$ cat src/rtl/reg_dump_pkg.sv
// Shared definitions for the register-file dump engine, the register file and the CPU top.
package reg_dump_pkg;

  localparam int DATA_W_DEF     = 32;
  localparam int IDX_W_DEF      = 5;
  localparam int DUMP_COUNT_DEF = 13;

  typedef enum logic [1:0] {
    ST_IDLE = 2'd0,
    ST_READ = 2'd1,
    ST_SEND = 2'd2,
    ST_DONE = 2'd3
  } dump_state_t;

endpackage

$ cat src/rtl/reg_dump_streamer.sv
// Register-file dump engine: freezes the core, reads entries 0..DUMP_COUNT-1 through a
// dedicated read port and streams them out as index/data pairs on a valid/ready port.
//
// state | meaning
// ------+-----------------------------------------------------------------
// IDLE  | waiting for start_i, index counter parked at 0
// READ  | rf_addr_o drives the current index; data captured at next edge
// SEND  | captured word presented on the stream until the sink accepts it
// DONE  | one-cycle done_o pulse, then back to IDLE
module reg_dump_streamer
  import reg_dump_pkg::*;
#(
  parameter int DATA_W     = reg_dump_pkg::DATA_W_DEF,
  parameter int IDX_W      = reg_dump_pkg::IDX_W_DEF,
  parameter int DUMP_COUNT = reg_dump_pkg::DUMP_COUNT_DEF
) (
  input  logic              clk_i,
  input  logic              rst_i,
  input  logic              start_i,
  output logic              hold_o,
  output logic              busy_o,
  output logic              done_o,
  output logic [IDX_W-1:0]  rf_addr_o,
  input  logic [DATA_W-1:0] rf_data_i,
  output logic              out_valid_o,
  input  logic              out_ready_i,
  output logic [IDX_W-1:0]  out_idx_o,
  output logic [DATA_W-1:0] out_data_o,
  output logic              out_last_o
);

  localparam logic [IDX_W-1:0] LAST_IDX = IDX_W'(DUMP_COUNT - 1);

  dump_state_t       state_q;
  logic [IDX_W-1:0]  idx_q;
  logic [IDX_W-1:0]  out_idx_q;
  logic [DATA_W-1:0] out_data_q;

  // Sequencer: walks the index, snapshots read data in READ and holds it through SEND.
  always_ff @(posedge clk_i or posedge rst_i) begin
    if (rst_i) begin
      state_q    <= ST_IDLE;
      idx_q      <= '0;
      out_idx_q  <= '0;
      out_data_q <= '0;
    end else begin
      case (state_q)
        ST_IDLE: begin
          idx_q <= '0;
          if (start_i) state_q <= ST_READ;
        end
        ST_READ: begin
          out_data_q <= rf_data_i;
          out_idx_q  <= idx_q;
          state_q    <= ST_SEND;
        end
        ST_SEND: begin
          if (out_ready_i) begin
            if (idx_q == LAST_IDX) begin
              state_q <= ST_DONE;
            end else begin
              idx_q   <= idx_q + 1'b1;
              state_q <= ST_READ;
            end
          end
        end
        ST_DONE: state_q <= ST_IDLE;
        default: state_q <= ST_IDLE;
      endcase
    end
  end

  // Outputs decoded from state; the read port is parked at 0 outside READ.
  always_comb begin
    busy_o      = (state_q != ST_IDLE);
    hold_o      = (state_q != ST_IDLE);
    done_o      = (state_q == ST_DONE);
    out_valid_o = (state_q == ST_SEND);
    rf_addr_o   = (state_q == ST_READ) ? idx_q : '0;
    out_idx_o   = out_idx_q;
    out_data_o  = out_data_q;
    out_last_o  = (state_q == ST_SEND) && (out_idx_q == LAST_IDX);
  end

endmodule

$ cat config.mk
export PLATFORM = sky130hd
export DESIGN_NAME = reg_dump_streamer
export DESIGN_NICKNAME = d
export VERILOG_FILES = /design/src/rtl/reg_dump_pkg.sv /design/src/rtl/reg_dump_streamer.sv
export SDC_FILE = /design/constraint.sdc
export NUM_CORES = 1
export LEC_CHECK = 0
export ABC_AREA = 1
export BUFFER_PORTS_ARGS = -buffer_cell sky130_fd_sc_hd__buf_2
export CAP_MARGIN = 40
export CORE_MARGIN = 2
export CORE_UTILIZATION = 47
export DETAILED_ROUTE_END_ITERATION = 10
export PLACE_DENSITY_LB_ADDON = 0.1
export SLEW_MARGIN = 10
export SYNTH_ARGS = -nofsm -noshare
export SYNTH_HDL_FRONTEND = slang
export SYNTH_SLANG_ARGS = --single-unit
$ cat constraint.sdc
create_clock -name clk_i -period 1.8 [get_ports clk_i]
set_input_delay 0.18 -clock clk_i [delete_from_list [all_inputs] [get_ports clk_i]]
set_output_delay 0.18 -clock clk_i [all_outputs]
set_load 0.1 [all_outputs]
==> impl_metrics.json <==
{
  "grt_pass1_wl_um": 5890,
  "fin_area_um2": 2580,
  "cts_tree": "done",
  "path_cells": "inv_2, nor2_4, nand3_2, nor3_4, buf_12",
  "syn_nets": 198,
  "crit_path_end_kind": "output port",
  "rows": 22,
  "cp_max_fo": 4,
  "critPathArrivalTime_ns": 1.48,
  "crit_type": "reg -> out",
  "initial_core_util_pct": 50.1,
  "synth_top_family_by_area": "multiplexers",
  "ys_seq_elements": 44,
  "crit_path_start_kind": "register",
  "firstDrtPassIters": 4,
  "viasPerCell": 4.75,
  "syn-mean-instance-area_um2": 11.7,
  "antenna_cells": 0,
  "totalWireLength_um": 3770,
  "grt_pass1_vias": 1290,
  "yosys.area_share.xor_xnor_pct": 0.467,
  "fp.dieH_um": 67.2,
  "hpwl_um": 2810,
  "grt_antenna_before_repair": 0,
  "clk_pin_slew_ns": 0.08,
  "cts_resized": 0,
  "slowest_stage": "dfrtp_1",
  "clockRootBuffer": "clkbuf_8",
  "yosys.area_share.simple_pct": 12.1,
  "cts.htree.levels": 2,
  "grt_max_degree": 40,
  "grt_usage_pct": 17.6,
  "hold_class": "in -> reg",
  "final_cell_mix": "buf_2, dfrtp_1, mux2_2",
  "critPathRequiredTime_ns": 1.62,
  "fin_crit_ns": 1.66,
  "rsz0062_at_grt": "no",
  "post_cts_buffers": 0,
  "final_hold_viol_count": 0,
  "layout-drive-gt1-share_pct": 55.9,
  "fin_crit_sh_pct": 92.2,
  "drc": 0,
  "drt_iter0_drc": 85,
  "synth_top_area_share_pct": 58.7,
  "hold_ws_ns": 0.111,
  "vias": 1401,
  "netlist_instances": 160,
  "netlist_area_um2": 1880,
  "tightestPinTransition_ns": 0.497,
  "synth_seq_area_share_pct": 58.7,
  "max_freq_mhz": 602,
  "io_pins": 83,
  "place.gp.congestion": 0.870,
  "yosysTopAreaCell": "dfrtp_1",
  "die_w_um": 67.2,
  "status": "completed",
  "placedInstanceArea_um2": 2480,
  "avgRoutedWirePerCell_um": 12.8,
  "yosysWarnings": 0,
  "crit_family": "simple AND/OR/NAND/NOR gates",
  "core_area_um2": 3740,
  "cpPeakStageDelay_ns": 0.42,
  "cts_made_buffers": 5,
  "yosysUniqueCellTypes": 19,
  "max_cap_violations": 0,
  "clock_latency_ns": 0.29,
  "syn_to_final_growth_pct": 37.4,
  "path_buf_inv": 2,
  "synthMuxAreaShare_pct": 20.0,
  "postCtsHoldBufs": 1,
  "port_buffers": 82,
  "clockBufferDepth": 2,
  "synth_adder_area_share_pct": 1.33,
  "slew_headroom_pct": 67.1,
  "drt.antenna.violating_nets": 0,
  "cts_sinks": 44,
  "die_area_um2": 4510,
  "final_common_cell": "buf_2",
  "nNetsFinal": 285,
  "slew_violations": 0,
  "clock_skew_ns": 0.00366,
  "synth-compound-area-share_pct": 2.00,
  "setup_violations": 0,
  "grt-ovfl-total": 0,
  "synth_area_leaders": "dfrtp_1, mux2_2, nand2_1"
}
[flip-flops by register name, summed over array words and instances, names as in the netlist]
signal / count
idx_q: 5
out_data_o: 32
out_idx_o: 5
state_q: 2
[cells in the mapped netlist, drive strengths merged]
master and count:
buf 7, dfrtp 44, ha 2, inv 12
mux2 32, nand2 29, nand3 6, nand4 2
nor2 16, nor3 1, o211ai 1, o21ai 6
or2 1, xnor2 1
[worst paths after layout]
kind | start | endpoint | slack [ns] | cells after the start
max | state_q[1]$_DFFE_PP0P_ | out_last_o | 0.14 | 5
min | out_ready_i | state_q[1]$_DFFE_PP0P_ | 0.11 | 2
max reg2reg | idx_q[0]$_DFFE_PP0P_ | idx_q[2]$_DFFE_PP0P_ | 0.42 | 7
min reg2reg | out_data_o[27]$_DFFE_PP0N_ | out_data_o[27]$_DFFE_PP0N_ | 0.50 | 1
max in group asynchronous | rst_i | out_data_o[27]$_DFFE_PP0N_ | 0.85 | 4
min in group asynchronous | rst_i | out_data_o[14]$_DFFE_PP0N_ | 0.43 | 3
[metrics by stage]
stage	std cells	util [%]	TNS (ns)	setup slack [ns]
finish	295	68.8	0	0.140
global route	295	68.8	0	0.0597
CTS	295	68.8	0	0.138
detailed placement	287	66.4	0	0.440
global placement	287	66.4	0	0.467
floorplan	160	-	-0.355	-0.355
[kinds of logic (layout without fill, tap and decap cells)]
| logic type | after synthesis | after routing |
|---|---|---|
| buf+inv | 19 | 106 |
| fa+ha+maj | 2 | 2 |
| xor+xnor | 1 | 1 |
| mux | 32 | 32 |
| flops | 44 | 44 |
| simple gates | 55 | 55 |
| compound gates | 7 | 7 |
[per-layer routing]
metal	GRT usage [%]	share of wire (%)	vias to the layer above
li1	-	-	688
met1	23.3	45	660
met2	27.4	48	47
met3	5.17	5.8	6
met4	7.14	1.4	0
met5	0	0	-
[layout make-up]
cell class              instances  area [um^2]
well taps                      48         60.1
multi-input cells              97          736
clock buffers                   5         68.8
clock inverters                 2         12.5
repair buffers                 87          553
fillers                       298         1170
flip-flops and latches         44         1100
inverters                      12         45.0
Power is not shown: default switching activity piles up to over one toggle a cycle in this logic, so the estimate is an artifact.
